**config.mk**
```make
export PLATFORM = sky130hd
export DESIGN_NAME = button_events
export DESIGN_NICKNAME = d
export VERILOG_FILES = /design/src/rtl/button_events.sv
export SDC_FILE = /design/constraint.sdc
export NUM_CORES = 1
export LEC_CHECK = 0
export CAP_MARGIN = 20
export CORE_ASPECT_RATIO = 1.25
export CORE_UTILIZATION = 50
export CTS_CLUSTER_DIAMETER = 30
export DETAILED_ROUTE_END_ITERATION = 10
export GPL_TIMING_DRIVEN = 0
export PLACE_DENSITY = 0.77
export REMOVE_ABC_BUFFERS = 1
export SYNTH_ARGS = -nofsm -noshare
export SYNTH_HDL_FRONTEND = slang
export SYNTH_SLANG_ARGS = --single-unit
```
**constraint.sdc**
```tcl
create_clock -name i_clk -period 5 [get_ports i_clk]
set_input_delay 1 -clock i_clk [delete_from_list [all_inputs] [get_ports i_clk]]
set_output_delay 1 -clock i_clk [all_outputs]
set_load 0.01 [all_outputs]
```
**src/rtl/button_events.sv**
```systemverilog
// Button event generator: edge-detects debounced buttons, times long holds for auto-repeat,
// and serialises press/repeat/release events into a small FIFO for the CPU.
module button_events #(
  parameter int unsigned NBTN        = 5,
  parameter int unsigned CW          = 26,
  parameter int unsigned HOLD_CLKS   = 40_000_000,
  parameter int unsigned REPEAT_CLKS = 8_000_000,
  parameter int unsigned LGFIFO      = 3
) (
  input  logic            i_clk,
  input  logic            i_reset_n,
  input  logic [NBTN-1:0] i_btn,
  input  logic            i_rd,
  input  logic            i_ovfl_clr,
  output logic            o_valid,
  output logic [7:0]      o_event,
  output logic            o_overflow,
  output logic            o_int
);

  localparam int unsigned Depth = 2 ** LGFIFO;
  localparam logic [CW-1:0] HoldLoad = CW'(HOLD_CLKS - 1);
  localparam logic [CW-1:0] RepLoad  = CW'(REPEAT_CLKS - 1);
  localparam logic [CW-1:0] CntOne   = CW'(1);
  localparam logic [LGFIFO:0] PtrOne = (LGFIFO + 1)'(1);
  localparam logic [LGFIFO:0] PtrMsb = {1'b1, {LGFIFO{1'b0}}};

  typedef enum logic {StIdle, StHeld} state_e;

  state_e          state_q [NBTN];
  state_e          state_d [NBTN];
  logic [CW-1:0]   cnt_q   [NBTN];
  logic [CW-1:0]   cnt_d   [NBTN];

  logic [NBTN-1:0] prev_q;
  logic [NBTN-1:0] rise, fall;
  logic [NBTN-1:0] set_p, set_r, set_l, fall_clr_r;
  logic [NBTN-1:0] pend_p_q, pend_p_d, pend_r_q, pend_r_d, pend_l_q, pend_l_d;
  logic [NBTN-1:0] sel_oh, sched_clr_p, sched_clr_r, sched_clr_l;
  logic            sel_any, sel_p, sel_r;
  logic [4:0]      sel_idx;
  logic [1:0]      push_type;
  logic [7:0]      push_data;
  logic            push, pop, full, empty, lost;
  logic            ovfl_q, ovfl_d;

  logic [LGFIFO:0] wptr_q, wptr_d, rptr_q, rptr_d;
  logic [7:0]      mem_q [Depth];

  assign rise = i_btn & ~prev_q;
  assign fall = ~i_btn & prev_q;

  // Per-button FSM: state register
  always_ff @(posedge i_clk or negedge i_reset_n) begin
    if (!i_reset_n) begin
      for (int i = 0; i < NBTN; i++) begin
        state_q[i] <= StIdle;
        cnt_q[i]   <= '0;
      end
    end else begin
      for (int i = 0; i < NBTN; i++) begin
        state_q[i] <= state_d[i];
        cnt_q[i]   <= cnt_d[i];
      end
    end
  end

  // Per-button FSM: next state and hold counter
  always_comb begin
    for (int i = 0; i < NBTN; i++) begin
      state_d[i] = state_q[i];
      cnt_d[i]   = cnt_q[i];
      case (state_q[i])
        StIdle: begin
          if (rise[i]) begin
            state_d[i] = StHeld;
            cnt_d[i]   = HoldLoad;
          end
        end
        StHeld: begin
          if (fall[i]) begin
            state_d[i] = StIdle;
            cnt_d[i]   = '0;
          end else if (cnt_q[i] == '0) begin
            cnt_d[i] = RepLoad;
          end else begin
            cnt_d[i] = cnt_q[i] - CntOne;
          end
        end
        default: state_d[i] = StIdle;
      endcase
    end
  end

  // Per-button FSM: event requests; release beats a coincident repeat
  always_comb begin
    set_p      = '0;
    set_r      = '0;
    set_l      = '0;
    fall_clr_r = '0;
    for (int i = 0; i < NBTN; i++) begin
      set_p[i]      = (state_q[i] == StIdle) && rise[i];
      set_l[i]      = (state_q[i] == StHeld) && fall[i];
      set_r[i]      = (state_q[i] == StHeld) && !fall[i] && (cnt_q[i] == '0);
      fall_clr_r[i] = set_l[i];
    end
  end

  // Scheduler: lowest-index button wins, loop runs downward so the last hit is the lowest
  always_comb begin
    sel_any = 1'b0;
    sel_idx = '0;
    sel_oh  = '0;
    sel_p   = 1'b0;
    sel_r   = 1'b0;
    for (int i = NBTN - 1; i >= 0; i--) begin
      if (pend_p_q[i] || pend_r_q[i] || pend_l_q[i]) begin
        sel_any    = 1'b1;
        sel_idx    = 5'(i);
        sel_oh     = '0;
        sel_oh[i]  = 1'b1;
        sel_p      = pend_p_q[i];
        sel_r      = pend_r_q[i];
      end
    end
  end

  assign empty = (wptr_q == rptr_q);
  assign full  = ((wptr_q ^ rptr_q) == PtrMsb);
  assign push  = sel_any && !full;
  assign pop   = i_rd && !empty;

  always_comb begin
    sched_clr_p = '0;
    sched_clr_r = '0;
    sched_clr_l = '0;
    if (sel_p) begin
      push_type = 2'b01;
      if (push) sched_clr_p = sel_oh;
    end else if (sel_r) begin
      push_type = 2'b11;
      if (push) sched_clr_r = sel_oh;
    end else begin
      push_type = 2'b10;
      if (push) sched_clr_l = sel_oh;
    end
  end

  assign push_data = {push_type, 1'b0, sel_idx};

  // New requests in the same cycle survive the scheduler's clear
  assign pend_p_d = (pend_p_q & ~sched_clr_p) | set_p;
  assign pend_r_d = (pend_r_q & ~sched_clr_r & ~fall_clr_r) | set_r;
  assign pend_l_d = (pend_l_q & ~sched_clr_l) | set_l;

  assign lost   = |(set_p & pend_p_q) || |(set_l & pend_l_q);
  assign ovfl_d = lost ? 1'b1 : (i_ovfl_clr ? 1'b0 : ovfl_q);

  assign wptr_d = push ? wptr_q + PtrOne : wptr_q;
  assign rptr_d = pop ? rptr_q + PtrOne : rptr_q;

  always_ff @(posedge i_clk or negedge i_reset_n) begin
    if (!i_reset_n) begin
      prev_q   <= '0;
      pend_p_q <= '0;
      pend_r_q <= '0;
      pend_l_q <= '0;
      ovfl_q   <= 1'b0;
      wptr_q   <= '0;
      rptr_q   <= '0;
    end else begin
      prev_q   <= i_btn;
      pend_p_q <= pend_p_d;
      pend_r_q <= pend_r_d;
      pend_l_q <= pend_l_d;
      ovfl_q   <= ovfl_d;
      wptr_q   <= wptr_d;
      rptr_q   <= rptr_d;
    end
  end

  always_ff @(posedge i_clk) begin
    if (push) mem_q[wptr_q[LGFIFO-1:0]] <= push_data;
  end

  assign o_valid    = !empty;
  assign o_event    = empty ? 8'h00 : mem_q[rptr_q[LGFIFO-1:0]];
  assign o_overflow = ovfl_q;
  assign o_int      = !empty;

endmodule

```
* Word level (Yosys, flattened, before mapping)
Memory sizes are Yosys's and may differ from the RTL's.
Index checks and enable logic that the tools add are counted.
** Cells by class
- Bitwise operators :: 23
- Order comparisons :: 0
- Shift-type cells :: 0
- Reductions and logical operators :: 48
- Equality and inequality tests :: 7
- Muxes and demuxes :: 73
- Multipliers :: 0
- Divide/modulo/power cells :: 0
- Add/sub/neg operators :: 7
** Operators with widths (number)
- 26-bit 2-to-1 mux :: 15
- 26-bit one-hot mux with 2 select lines :: 5
- 26-bit logical NOT :: 5
- 26-bit by 1-bit subtractor with 26-bit output (second input constant) :: 5
- 5-bit 2-to-1 mux :: 15
- 5-bit bitwise AND :: 8
- 1-bit 2-to-1 mux :: 30
- 5-bit NOT :: 6
- 1-bit logical AND :: 22
- 5-bit OR :: 3
- 1-bit logical OR :: 11
- 2-bit inequality test (second input constant) :: 5
- 1-bit one-hot mux with 2 select lines :: 5
- 5-bit OR reduction :: 2
- 4-bit by 1-bit adder with 4-bit output (second input constant) :: 2
- 8-bit 2-to-1 mux :: 1
- 1-bit logical NOT :: 7
- 1-bit NOT :: 5
- 4-bit equality test :: 1
- 4-bit equality test (second input constant) :: 1
- 4-bit XOR :: 1
- 3-bit 2-to-1 mux :: 1
- 2-bit 2-to-1 mux :: 1
- 2-bit nonzero test :: 1
** Word-level totals
- Register bits :: 164
- Memories kept :: 1
- RAM bits :: 56
- Output and inout bits :: 11
- Word-level logic and storage cells :: 176
- Bits in read-only memories :: 0
- Bits in latches :: 0
** Memory list
- mem_q :: depth 8, width 7, rd ports 1, clocked after memory_dff 0, wr ports 1, line 48 : logic [7:0] mem_q [Depth];

* Longest topological paths before layout
- Depth after elaboration :: 15
- Depth in mapped cells :: 10
- Mapped depth without buffers :: 8

* Least setup slack after synthesis
No wires, ideal clock.
- Path type :: reg2out
- From :: register rptr_q[0]
- To :: output port o_event[1]
- Buffers on the path :: 1
- Setup slack :: 2.290 ns
- Arrival time :: 1.710 ns
- Stages on the path, launching flop included :: 5
- Cells stage by stage :: dfrtp_1 -> buf_1 -> mux4_2 -> mux2i_1 -> nor2_1
** Between the ends
- Word-level cells in the longest chain between the ends :: 2
** RTL lines
- start: declaration :: line 47 : logic [LGFIFO:0] wptr_q, wptr_d, rptr_q, rptr_d;
- start signal: assignment :: line 178 : rptr_q <= rptr_d;
- memory 8 x 7 bit / 4-bit equality test (equally long branches)
- 8-bit 2-to-1 mux (*) :: line 187 : assign o_event = empty ? 8'h00 : mem_q[rptr_q[LGFIFO-1:0]];
- end: declaration :: line 16 : output logic [7:0] o_event,
Mark *: on every way between the ends. The rest lies on a longest branch, timed or not.

* Worst setup path after layout
- From :: register rptr_q[0]
- To :: output port o_valid
** Between the ends
- Word-level cells in the longest chain between the ends :: 2
** RTL lines
- 4-bit equality test :: line 128 : assign empty = (wptr_q == rptr_q);
- 1-bit logical NOT :: line 186 : assign o_valid = !empty;
- end: declaration :: line 15 : output logic o_valid,
Every way passes these cells.

==> results.md <==
- Arrival time of the worst setup path: 2820 ps
- Library cells used by synthesis: 77
- Yosys Warn Count: 0
- Insertion delay to the later sink of the worst-skew pair: 510 ps
- Root buffer cell: sky130_fd_sc_hd__clkbuf_16
- Number of top-level pins: 20
- Largest cells by area after synthesis: sky130_fd_sc_hd__dfrtp_1, sky130_fd_sc_hd__edfxtp_1, sky130_fd_sc_hd__o21ai_0
- Worst slew pin tran: 1040 ps
- Dominant cell type by area after synthesis: sky130_fd_sc_hd__dfrtp_1
- Switching fraction of total power: 0.324
- Final worst-path cycle share: 0.763
- Post-layout utilization of the core: 0.584
- Layout overhead on the synthesized area: 14.1%
- Outcome: completed
- TritonCTS sink count: 204
- Pre-antenna DRT Iters: 6
- Number of slew-limit violations in the final report: 0
- Highest clock frequency the design can meet: 0.262 GHz
- Wire length of the first global-routing pass: 44.5 mm
- Final routed wire length divided by cell count: 16.9 microns
- Buffers plus inverters on the worst setup path: 2
- Cells after synthesis: 1214
- Number of endpoints with negative hold slack in the final report: 0
- Number of max-cap violations: 0
- Fraction of registers with async set or reset after synthesis: 0.804
- Number of buffers created by CTS: 38
- DR vias: 9436
- Count of non-filler cells in the finished layout: 1521
- Maximum fanout along the worst path: 14
- # resized after CTS: 0
- Pin count of the biggest net entering global routing: 106
- Worst supply voltage drop on vdd: 0.398 mV
- Number of enable flip-flop cells after synthesis: 40
- DIE AREA: 22800 sq um
- Kind of critical path: reg -> out
- Type of the tightest min-delay check: in -> async
- Setup Skew: 16.7 ps
- Sequential area share after synthesis: 0.477
- Lkg Pwr: 0.00510 uW
- PD cells: 533 nW/um^2
- Final worst path period need: 3820 ps
- Max transition margin: 0.308
- Chain of cells forming the critical path: xor2_1, nor3_1, inv_1, clkdlybuf4s50_1
- Critical Path Start Type: register
- Post-route standard cell area excluding fillers: 12700 sq um
- Level count of the clock H-tree: 2
- GRT Overall Usage: 0.237
- Switch Pwr: 2190 uW
- Number of design rule violations left after detail routing: 0
- Capturing element type of the critical path: output pin
- Chip Width: 135 microns
- Starting density of the core: 0.512
- Placed cells: 1450
- Power, Total: 6750 uW
- Number of antenna violations at the first check in global routing: 0
- Kind of cell with the highest combined delay on the critical path: flip-flops
- Area of the mapped netlist: 11100 sq um
- Sequential share of power: 0.388
- Placement row count: 60
- Overall die height: 169 microns
- Congestion Overflow GR: 0
- Placeable core region: 21700 sq um
- Library cell contributing the largest single delay on the critical path: sky130_fd_sc_hd__dfrtp_1
- Leading cell types in the layout, fill and taps excluded: sky130_fd_sc_hd__dfrtp_1, sky130_fd_sc_hd__nor2_1, sky130_fd_sc_hd__o21ai_0
- CTS Hold Buffers Added: 0
- Fraction of synthesized cell area taken by the top area cell type: 0.369
- Total inserted antenna cells: 0
- Post-CTS Setup Inserts: 0
- Post-detailed-placement cell area: 11400 sq um
- Delay contributed by the slowest stage of the critical path: 840 ps
- Most frequent standard cell in the layout excluding fill and tap cells: sky130_fd_sc_hd__dfrtp_1
- TritonCTS clock tree: done
- Share of total power in the clock network: 0.376
- Most instantiated flip-flop cell in the synthesis netlist: sky130_fd_sc_hd__dfrtp_1
- Unrepaired setup endpoints after global routing: no
- Clock-pin slew reported for the worst setup and hold paths after clock tree synthesis: 50 ps
- Flops & latches, synth: 204
- Internal power component: 4560 uW
- Vias in the first global route: 9249
- HPWL after DPL: 16.4 mm
- Ratio of cells with drive above 1 in the final layout: 0.0813
- I/O Buffers: 16
- Weighted congestion reported at the end of routability-driven placement: 0.882
- Worst Path Required: 4000 ps
- Wirelength, routed: 25.7 mm
- Setup-violating endpoint count in the final report: 0
- Layout net count: 1230
- Post-Syn Area per Cell: 9.15 sq um
- Post-detailed-route count of antenna-violating nets: 0
- Iter 0 DRT Violations: 866
- Via density: 6.20
- Share of total power in combinational logic: 0.235
- Maximum root-to-sink buffer count: 3
- Worst hold slack: 420 ps
==> state kept, by name (all words and copies together) (netlist names), 5 cells and up <==
| register | flops |
|---|---|
| pend_p_q | 5 |
| pend_l_q | 5 |
| mem_q | 40 |
| cnt_q | 130 |
| prev_q | 5 |
| pend_r_q | 5 |
| state_q | 5 |
==> logic make-up after synthesis <==
logic type	Yosys count	share of synthesized area
fa+ha+maj	7	0.00788
mux	18	0.0278
flops	204	0.477
xor+xnor	27	0.0213
buf+inv	95	0.0386
compound gates	362	0.202
other cells	1	0.000338
simple gates	500	0.224
==> worst register-to-register path: cells and delay by family, from the launching register on <==
family / cells / cell delay, ps
simple gates: 2 / 1080
flops: 1 / 840
compound gates: 1 / 440
xor+xnor: 1 / 190
==> stage by stage <==
stage / TNS (ps) / setup slack [ps]
2_1_floorplan: 0 / 2420
3_3_place_gp: -648440 / -3980
3_5_place_dp: 0 / 1510
4_1_cts: 0 / 1120
5_1_grt: 0 / 972
6_report: 0 / 1180
==> power groups by stage <==
| stage | Clock (uW) | Sequential (uW) | Combinational, uW |
|---|---|---|---|
| after global placement | 0 | 2610 | 1510 |
| final | 2540 | 2620 | 1590 |
| after detailed placement | 0 | 2630 | 1570 |
| after global routing | 2670 | 2690 | 1790 |
| after CTS | 2580 | 2620 | 1590 |
| after floorplan | 0 | 2510 | 1140 |
==> layer usage <==
| layer | global-route usage | part of all wire | vias to the layer above |
|---|---|---|---|
| met5 | 0 | 0 | - |
| met4 | 0.0957 | 0.026 | 0 |
| met3 | 0.0368 | 0.048 | 56 |
| met2 | 0.389 | 0.49 | 294 |
| met1 | 0.314 | 0.43 | 4569 |
| li1 | - | - | 4517 |
==> cell usage after synthesis (all sizes together) (10+ instances only) <==
cell type	count
o21ai	129
buf	13
a21oi	90
nand2	104
nand3	41
edfxtp	40
or3	21
nor2b	12
o311ai	10
clkbuf	49
nand2b	17
nand4	15
xor2	10
mux4	10
nor2	142
a31oi	24
o211ai	13
a21o	10
nor4	33
nor3	57
xnor2	17
or4	18
dfrtp	164
inv	31
==> path summary, 6_finish.rpt <==
path	startpoint	to	slack, ps	cells past startpoint
setup / recovery	rptr_q[0]	o_valid	1180	4
hold / removal	i_reset_n	cnt_q[75]	420	1
setup reg to reg	rptr_q[0]	mem_q[2][0]	2130	4
hold reg to reg	cnt_q[127]	cnt_q[127]	470	1
max in group asynchronous	i_reset_n	cnt_q[112]	3700	2
min in group i_clk	cnt_q[127]	cnt_q[127]	470	1
==> layout make-up <==
type | count | area (sq um)
inverter | 31 | 116
fill | 1816 | 9020
tap | 279 | 349
multi-input combinational | 917 | 5380
clock buffer | 54 | 1110
timing repair buffer | 22 | 245
clock inverter | 14 | 166
sequential | 204 | 5310
No activity file was read; power rests on OpenSTA's default activity.
